==> src/rtl/ctrl_pkg.sv <==
// rtl/ctrl_pkg.sv - state codes, opcode constants and select encodings for ctrl_fsm_mc
package ctrl_pkg;

  typedef enum logic [4:0] {
    S_FETCH    = 5'd0,
    S_DECODE   = 5'd1,
    S_ADDR     = 5'd2,
    S_MEM_WAIT = 5'd3,
    S_MEM_RD   = 5'd4,
    S_WB_MEM   = 5'd5,
    S_MEM_WR   = 5'd6,
    S_EXEC_R   = 5'd7,
    S_EXEC_I   = 5'd8,
    S_WB_ALU   = 5'd9,
    S_BR_ADDR  = 5'd10,
    S_PC_UPD   = 5'd11,
    S_JUMP     = 5'd12,
    S_FINISH   = 5'd13,
    S_IN_WAIT  = 5'd14,
    S_IN_WB    = 5'd15,
    S_HALT     = 5'd16
  } state_t;

  // Opcodes are 8 bits here and zero-extended/narrowed to OPCODE_W at the comparison.
  localparam logic [7:0] OP_R   = 8'h00;
  localparam logic [7:0] OP_BEQ = 8'h0A;
  localparam logic [7:0] OP_BNE = 8'h0B;
  localparam logic [7:0] OP_BLT = 8'h0C;
  localparam logic [7:0] OP_BGT = 8'h0D;
  localparam logic [7:0] OP_STI = 8'h0E;
  localparam logic [7:0] OP_LDI = 8'h0F;
  localparam logic [7:0] OP_STR = 8'h10;
  localparam logic [7:0] OP_LDR = 8'h11;
  localparam logic [7:0] OP_HLT = 8'h12;
  localparam logic [7:0] OP_IN  = 8'h13;
  localparam logic [7:0] OP_OUT = 8'h14;
  localparam logic [7:0] OP_JMP = 8'h15;
  localparam logic [7:0] OP_JAL = 8'h16;
  localparam logic [7:0] OP_JST = 8'h17;

  localparam logic [1:0] PC_ALU  = 2'b00;
  localparam logic [1:0] PC_HOLD = 2'b01;
  localparam logic [1:0] PC_BR   = 2'b10;
  localparam logic [1:0] PC_STK  = 2'b11;

  localparam logic [1:0] UB_REG = 2'b00;
  localparam logic [1:0] UB_ONE = 2'b01;
  localparam logic [1:0] UB_IMM = 2'b11;

  localparam logic [1:0] ALU_ADD   = 2'b01;
  localparam logic [1:0] ALU_FN    = 2'b10;
  localparam logic [1:0] ALU_PASSB = 2'b11;

endpackage

==> src/rtl/ctrl_in_handshake.sv <==
// rtl/ctrl_in_handshake.sv - enter rise-then-fall detector with optional timeout for the IN_WAIT state
module ctrl_in_handshake #(
  parameter int IN_TIMEOUT = 0
) (
  input  logic i_clk,
  input  logic i_rst_n,
  input  logic i_active,
  input  logic i_enter,
  output logic o_in_done,
  output logic o_in_to
);

  logic        r_enter_prev;
  logic        r_armed;
  logic [15:0] r_cnt;

  // prev is tracked continuously so a level already high on entry is not seen as a rise.
  always_ff @(posedge i_clk or negedge i_rst_n) begin
    if (!i_rst_n) begin
      r_enter_prev <= 1'b0;
      r_armed      <= 1'b0;
      r_cnt        <= '0;
    end else begin
      r_enter_prev <= i_enter;
      if (!i_active) begin
        r_armed <= 1'b0;
        r_cnt   <= '0;
      end else begin
        if (i_enter && !r_enter_prev) r_armed <= 1'b1;
        if (IN_TIMEOUT != 0) r_cnt <= r_cnt + 16'd1;
      end
    end
  end

  assign o_in_done = i_active && r_armed && r_enter_prev && !i_enter;
  assign o_in_to   = (IN_TIMEOUT != 0) && i_active && !o_in_done &&
                     (r_cnt == 16'(IN_TIMEOUT - 1));

endmodule

==> src/rtl/ctrl_fsm_mc.sv <==
// rtl/ctrl_fsm_mc.sv - multicycle control FSM; CTRL_STACK_GUARD_EN enables return-stack depth guarding
module ctrl_fsm_mc
  import ctrl_pkg::*;
#(
  parameter int OPCODE_W    = 6,
  parameter int MEM_WAIT    = 0,
  parameter int IN_TIMEOUT  = 0,
  parameter int STACK_DEPTH = 8
) (
  input  logic                clk,
  input  logic                reset,
  input  logic [OPCODE_W-1:0] opcode,
  input  logic                zero,
  input  logic                enter,
  input  logic                resume,
  output logic [4:0]          estado,
  output logic                EscrevePC,
  output logic                EscreveRI,
  output logic                EscreveReg,
  output logic                EscreveMem,
  output logic                controleOUT,
  output logic                pop,
  output logic                push,
  output logic                SelMuxMem,
  output logic                SelMuxReg1,
  output logic                SelMuxReg2,
  output logic                SelMuxUlaA,
  output logic                SelMuxIn,
  output logic [1:0]          SelMuxUlaB,
  output logic [1:0]          SelMuxPC,
  output logic [1:0]          OpULA,
  output logic                halted,
  output logic                in_timeout,
  output logic                stk_err
);

  state_t     r_state, w_next;
  logic [3:0] r_wait_cnt;
  logic       w_in_done, w_in_to, w_stk_fault;

  logic w_is_r, w_is_sti, w_is_ldi, w_is_str, w_is_ldr, w_is_hlt, w_is_in, w_is_out;
  logic w_is_jmp, w_is_jal, w_is_jst, w_is_br, w_is_load, w_is_mem, w_wait_done;
  state_t w_mem_next;

  assign w_is_r    = (opcode == OPCODE_W'(OP_R));
  assign w_is_sti  = (opcode == OPCODE_W'(OP_STI));
  assign w_is_ldi  = (opcode == OPCODE_W'(OP_LDI));
  assign w_is_str  = (opcode == OPCODE_W'(OP_STR));
  assign w_is_ldr  = (opcode == OPCODE_W'(OP_LDR));
  assign w_is_hlt  = (opcode == OPCODE_W'(OP_HLT));
  assign w_is_in   = (opcode == OPCODE_W'(OP_IN));
  assign w_is_out  = (opcode == OPCODE_W'(OP_OUT));
  assign w_is_jmp  = (opcode == OPCODE_W'(OP_JMP));
  assign w_is_jal  = (opcode == OPCODE_W'(OP_JAL));
  assign w_is_jst  = (opcode == OPCODE_W'(OP_JST));
  assign w_is_br   = (opcode == OPCODE_W'(OP_BEQ)) || (opcode == OPCODE_W'(OP_BNE)) ||
                     (opcode == OPCODE_W'(OP_BLT)) || (opcode == OPCODE_W'(OP_BGT));
  assign w_is_load = w_is_ldi || w_is_ldr;
  assign w_is_mem  = w_is_load || w_is_sti || w_is_str;
  assign w_mem_next  = w_is_load ? S_MEM_RD : S_MEM_WR;
  assign w_wait_done = (r_wait_cnt == 4'(MEM_WAIT - 1));

  always_ff @(posedge clk or negedge reset) begin
    if (!reset) begin
      r_state    <= S_FETCH;
      r_wait_cnt <= '0;
    end else begin
      r_state    <= w_next;
      r_wait_cnt <= (r_state == S_MEM_WAIT) ? r_wait_cnt + 4'd1 : 4'd0;
    end
  end

  ctrl_in_handshake #(.IN_TIMEOUT(IN_TIMEOUT)) u_in_hs (
    .i_clk     (clk),
    .i_rst_n   (reset),
    .i_active  (r_state == S_IN_WAIT),
    .i_enter   (enter),
    .o_in_done (w_in_done),
    .o_in_to   (w_in_to)
  );

`ifdef CTRL_STACK_GUARD_EN
  localparam int DW = $clog2(STACK_DEPTH + 1);
  logic [DW-1:0] r_depth;
  logic          r_stk_err;

  // A faulting jal/jst is caught in DECODE, so the depth never leaves 0..STACK_DEPTH.
  assign w_stk_fault = (r_state == S_DECODE) &&
                       ((w_is_jal && (r_depth == DW'(STACK_DEPTH))) || (w_is_jst && (r_depth == '0)));

  always_ff @(posedge clk or negedge reset) begin
    if (!reset) begin
      r_depth   <= '0;
      r_stk_err <= 1'b0;
    end else begin
      if (w_stk_fault) r_stk_err <= 1'b1;
      if ((r_state == S_FINISH) && w_is_jal)      r_depth <= r_depth + 1'b1;
      else if ((r_state == S_PC_UPD) && w_is_jst) r_depth <= r_depth - 1'b1;
    end
  end
  assign stk_err = r_stk_err;
`else
  assign w_stk_fault = 1'b0;
  assign stk_err     = 1'b0;
`endif

  assign estado     = r_state;
  assign in_timeout = w_in_to;

  always_comb begin
    w_next      = r_state;
    EscrevePC   = 1'b0;
    EscreveRI   = 1'b0;
    EscreveReg  = 1'b0;
    EscreveMem  = 1'b0;
    controleOUT = 1'b0;
    pop         = 1'b0;
    push        = 1'b0;
    SelMuxMem   = 1'b0;
    SelMuxReg1  = 1'b0;
    SelMuxReg2  = 1'b0;
    SelMuxUlaA  = 1'b0;
    SelMuxIn    = 1'b0;
    SelMuxUlaB  = UB_REG;
    SelMuxPC    = PC_ALU;
    OpULA       = 2'b00;
    halted      = 1'b0;
    case (r_state)
      S_FETCH: begin
        EscreveRI  = 1'b1;
        SelMuxUlaB = UB_ONE;
        SelMuxIn   = 1'b1;
        OpULA      = ALU_ADD;
        w_next     = S_DECODE;
      end
      S_DECODE: begin
        EscrevePC   = !w_is_hlt && !w_stk_fault;
        controleOUT = w_is_out;
        SelMuxUlaB  = UB_ONE;
        OpULA       = ALU_ADD;
        if (w_stk_fault)   w_next = S_HALT;
        else if (w_is_out) w_next = S_FETCH;
        else if (w_is_in)  w_next = S_IN_WAIT;
        else if (w_is_mem) w_next = S_ADDR;
        else if (w_is_r)   w_next = S_EXEC_R;
        else if (w_is_br)  w_next = S_BR_ADDR;
        else if (w_is_jmp || w_is_jal) w_next = S_JUMP;
        else if (w_is_jst) w_next = S_PC_UPD;
        else if (w_is_hlt) w_next = S_HALT;
        else               w_next = S_EXEC_I;
      end
      S_ADDR, S_MEM_WAIT: begin
        SelMuxUlaA = 1'b1;
        SelMuxUlaB = UB_IMM;
        SelMuxMem  = 1'b1;
        OpULA      = (w_is_sti || w_is_ldi) ? ALU_PASSB : ALU_ADD;
        if (r_state == S_ADDR) w_next = (MEM_WAIT > 0) ? S_MEM_WAIT : w_mem_next;
        else                   w_next = w_wait_done ? w_mem_next : S_MEM_WAIT;
      end
      S_MEM_RD: begin
        SelMuxMem = 1'b1;
        w_next    = S_WB_MEM;
      end
      S_WB_MEM: begin
        EscreveReg = 1'b1;
        SelMuxReg2 = 1'b1;
        w_next     = S_FINISH;
      end
      S_MEM_WR: begin
        SelMuxMem  = 1'b1;
        EscreveMem = 1'b1;
        w_next     = S_FINISH;
      end
      S_EXEC_R, S_EXEC_I, S_WB_ALU: begin
        // ALU operands stay selected through WB_ALU so the written result is stable.
        SelMuxReg1 = w_is_r;
        SelMuxUlaB = w_is_r ? UB_REG : UB_IMM;
        OpULA      = ALU_FN;
        EscreveReg = (r_state == S_WB_ALU);
        w_next     = (r_state == S_WB_ALU) ? S_FETCH : S_WB_ALU;
      end
      S_BR_ADDR: begin
        SelMuxPC = PC_HOLD;
        w_next   = S_PC_UPD;
      end
      S_PC_UPD: begin
        if (w_is_jst) begin
          EscrevePC = 1'b1;
          pop       = 1'b1;
          SelMuxPC  = PC_STK;
        end else begin
          EscrevePC = zero;
          SelMuxPC  = PC_BR;
        end
        w_next = S_FETCH;
      end
      S_JUMP: begin
        EscrevePC  = 1'b1;
        OpULA      = ALU_PASSB;
        SelMuxUlaB = UB_IMM;
        w_next     = S_FINISH;
      end
      S_FINISH: begin
        push   = w_is_jal;
        w_next = S_FETCH;
      end
      S_IN_WAIT: begin
        if (w_in_done || w_in_to) w_next = S_IN_WB;
      end
      S_IN_WB: begin
        EscreveReg = 1'b1;
        SelMuxIn   = 1'b1;
        w_next     = S_FETCH;
      end
      S_HALT: begin
        halted = 1'b1;
        if (resume) w_next = S_FETCH;
      end
      default: w_next = S_FETCH;
    endcase
  end

endmodule

==> config.mk <==
export PLATFORM = sky130hd
export DESIGN_NAME = ctrl_fsm_mc
export DESIGN_NICKNAME = d
export VERILOG_FILES = /design/src/rtl/ctrl_pkg.sv /design/src/rtl/ctrl_in_handshake.sv /design/src/rtl/ctrl_fsm_mc.sv
export SDC_FILE = /design/constraint.sdc
export NUM_CORES = 1
export LEC_CHECK = 0
export ABC_AREA = 1
export CORE_UTILIZATION = 41
export CTS_BUF_LIST = sky130_fd_sc_hd__clkbuf_8
export DETAILED_ROUTE_END_ITERATION = 8
export PLACE_DENSITY = 0.74
export SKIP_CTS_REPAIR_TIMING = 1
export SLEW_MARGIN = 20
export SYNTH_ARGS = -nofsm -noshare
export SYNTH_HDL_FRONTEND = slang
export SYNTH_SLANG_ARGS = --single-unit
==> constraint.sdc <==
create_clock -name clk -period 1.9 [get_ports clk]
set_input_delay 0.19 -clock clk [delete_from_list [all_inputs] [get_ports clk]]
set_output_delay 0.19 -clock clk [all_outputs]
set_load 0.005 [all_outputs]
==> reports/summary.json <==
{
  "place": {
    "dp_hpwl_mm": 2.48,
    "port_buffers": 34,
    "postPlaceCellArea_sq_um": 1500,
    "dp_worst_setup_slack_ns": -0.0672,
    "place_congestion": 0.871
  },
  "sta": {
    "report.final.slew_viol_count": 0,
    "worst_slack_ns": 0.0311,
    "fin_hold_ws_ns": 0.287,
    "fin_crit_sh": 0.984,
    "fmax_ghz": 0.535,
    "timing.final.crit_period_ns": 1.87,
    "timing_hold_violations_final": 0,
    "finalSetupViolations": 0,
    "final_skew_ns": 0.00551
  },
  "cells_and_area": {
    "post_route_cells_drive_above_1_share": 0.258,
    "layout.filler_cells": 173,
    "design.final.nets": 249,
    "finalCoreUtilization": 0.771,
    "antenna_cells": 0,
    "syn_to_final_growth_pct": 71.6,
    "final_cell_area_sq_um": 1750
  },
  "min_path": {
    "worst_hold_path_type": "in -> async"
  },
  "synth": {
    "post_synth_cell_types": 26,
    "yosys_warnings": 0,
    "async_flop_share": 1.00,
    "postSynthRegisterBits": 11,
    "synth_area_leaders": "sky130_fd_sc_hd__dfrtp_1, sky130_fd_sc_hd__nand2_1, sky130_fd_sc_hd__nor2_1",
    "post_synth_inst_count": 174,
    "mean_area_per_synthesized_cell_sq_um": 5.87,
    "number_of_enable_type_register_cells_in_the_synthesized_netlist": 0,
    "post_synth_instance_area_sq_um": 1020,
    "ys_seq_area_frac": 0.269,
    "synth_top_flop_cell": "sky130_fd_sc_hd__dfrtp_1",
    "synth_top_area_cell": "sky130_fd_sc_hd__dfrtp_1",
    "library_cell_with_the_highest_instance_count_after_synthesis": "sky130_fd_sc_hd__nand2_1",
    "synth_top_area_share": 0.269,
    "synth_commonest_cells": "sky130_fd_sc_hd__nand2_1, sky130_fd_sc_hd__nor2_1, sky130_fd_sc_hd__inv_1"
  },
  "drt": {
    "routed_wire_length_per_instance_um": 13.1,
    "drtIter0Drc": 53,
    "drcViolationCount": 0,
    "drt-pass1-iter-count": 4,
    "postRouteWirelength_mm": 3.45,
    "antenna_violating_nets_post_route": 0,
    "route.detailed.vias_per_inst": 5.14,
    "dr_total_vias": 1358
  },
  "die": {
    "floorplan.die_area_sq_um": 2700,
    "die_span_in_x_um": 51.9,
    "std_cell_rows": 17,
    "floorplan.core_area_sq_um": 2280,
    "chip_height_um": 51.9,
    "number_of_ports_placed_on_the_die_boundary": 37,
    "initial_core_util": 0.449
  },
  "run_status": {
    "outcome": "finished clean"
  },
  "grt": {
    "grt_start_max_net_pins": 12,
    "via_count_of_the_first_global_routing_pass": 1140,
    "grt.overflow.total": 0,
    "grt_pass1_wl_mm": 4.87,
    "grt_use_total": 0.240,
    "number_of_antenna_violations_at_the_first_check_in_global_routing": 0
  },
  "pwr": {
    "power.ir.vdd_worst_v": 0.000771,
    "p_per_area_nw_per_um2": 1040,
    "static-leakage-power_nw": 1.16
  },
  "clocking": {
    "cts_max_path_buffers": 2,
    "clock_sinks": 11,
    "cts.htree.levels": 1,
    "path_clk_slew_ns": 0.05,
    "cts-root-buf": "sky130_fd_sc_hd__clkbuf_8",
    "tritoncts": "yes",
    "clk_latency_ns": 0.23,
    "tritoncts.num_buffers": 3
  },
  "worst_setup_path": {
    "critical_path.cell_chain": "buf_4 -> inv_2 -> nand2_1 -> nor2_2 -> clkdlybuf4s50_1",
    "endpoint_kind": "output port",
    "critical_path_class": "reg -> out",
    "critPathMaxStageDelay_ns": 0.52,
    "crit_fanout": 3,
    "critical_path.slowest_cell": "sky130_fd_sc_hd__clkdlybuf4s50_1",
    "worstPathRequired_ns": 1.71,
    "cp-start-kind": "register",
    "timing.critical_path.arrival_ns": 1.68
  },
  "run": {
    "cap_violations": 0
  }
}
==> cell type report <==
| cell class | count | area [sq um] | share of cell area |
|---|---|---|---|
| clock buffer | 3 | 41.3 | 0.0235 |
| clock inverter | 1 | 3.75 | 0.00214 |
| inverter | 32 | 128 | 0.0728 |
| multi-input combinational | 130 | 681 | 0.388 |
| sequential | 11 | 280 | 0.160 |
| tap | 28 | 35.0 | 0.0200 |
| timing repair buffer | 59 | 586 | 0.334 |
==> logic make-up after synthesis <==
group / Yosys count / share of synthesized area
fa+ha+maj: 1 / 0.0122
flops: 11 / 0.269
other cells: 1 / 0.00367
compound gates: 12 / 0.0685
buf+inv: 34 / 0.132
simple gates: 115 / 0.514
==> worst max-delay path, delay by kind of cell, from the launching register on <==
family,cells,cell delay [ns]
buffers and inverters,3,0.77
DFF,1,0.44
and+or+nand+nor,2,0.25
==> state kept, by name, summed over array words and instances (netlist names) <==
register,flops
u_in_hs.r_armed,1
u_in_hs.r_enter_prev,1
estado,5
r_wait_cnt,4
==> routing by layer <==
layer  global-route usage  wire [um]  vias to the layer above
met1                0.315       1430                      618
met2                0.421       1760                       65
met4               0.0586         48                        0
met5                    0          0                        -
li1                     -          -                      667
met3               0.0175        212                        8
==> final timing paths <==
kind	to	slack, ns	startpoint	cells past startpoint
max in group asynchronous	estado[1]	1.26	reset	1
worst max register to register	estado[3]	0.41	estado[2]	8
worst min register to register	r_wait_cnt[0]	0.46	r_wait_cnt[0]	1
worst max-delay path	SelMuxReg2	0.03	estado[3]	5
worst min-delay path	u_in_hs.r_armed	0.29	reset	1
min in group clk	r_wait_cnt[0]	0.46	r_wait_cnt[0]	1
==> power breakdown <==
part | internal [mW] | leakage [nW] | total (mW) | switching, mW
Sequential | 0.281 | 0.140 | 0.361 | 0.0802
Combinational | 0.606 | 0.990 | 1.24 | 0.634
Clock | 0.141 | 0.0269 | 0.221 | 0.0799
Total | 1.03 | 1.16 | 1.82 | 0.794
==> through the flow <==
step / total power, mW / TNS [ns] / std cells
after floorplan: 0.842 / 0 / 175
after global placement: 1.38 / -0.0304 / 250
after detailed placement: 1.40 / -0.340 / 250
after CTS: 1.62 / -1.62 / 254
after global routing: 1.94 / -0.112 / 264
final: 1.82 / 0 / 264
==> cell usage in the layout, fill, tap and decap left out, types with 4 or more instances in the layout <==
cell	n
sky130_fd_sc_hd__nand2_1	48
sky130_fd_sc_hd__inv_1	24
sky130_fd_sc_hd__buf_4	23
sky130_fd_sc_hd__nor2_1	22
sky130_fd_sc_hd__dlymetal6s2s_1	20
sky130_fd_sc_hd__nand3_1	18
sky130_fd_sc_hd__clkdlybuf4s50_1	14
sky130_fd_sc_hd__nor2_2	7
sky130_fd_sc_hd__dfrtp_1	7
sky130_fd_sc_hd__nor2_4	5
sky130_fd_sc_hd__a21oi_1	5
sky130_fd_sc_hd__inv_2	5
sky130_fd_sc_hd__dfrtp_2	4
(Power assumes the default switching activity.)
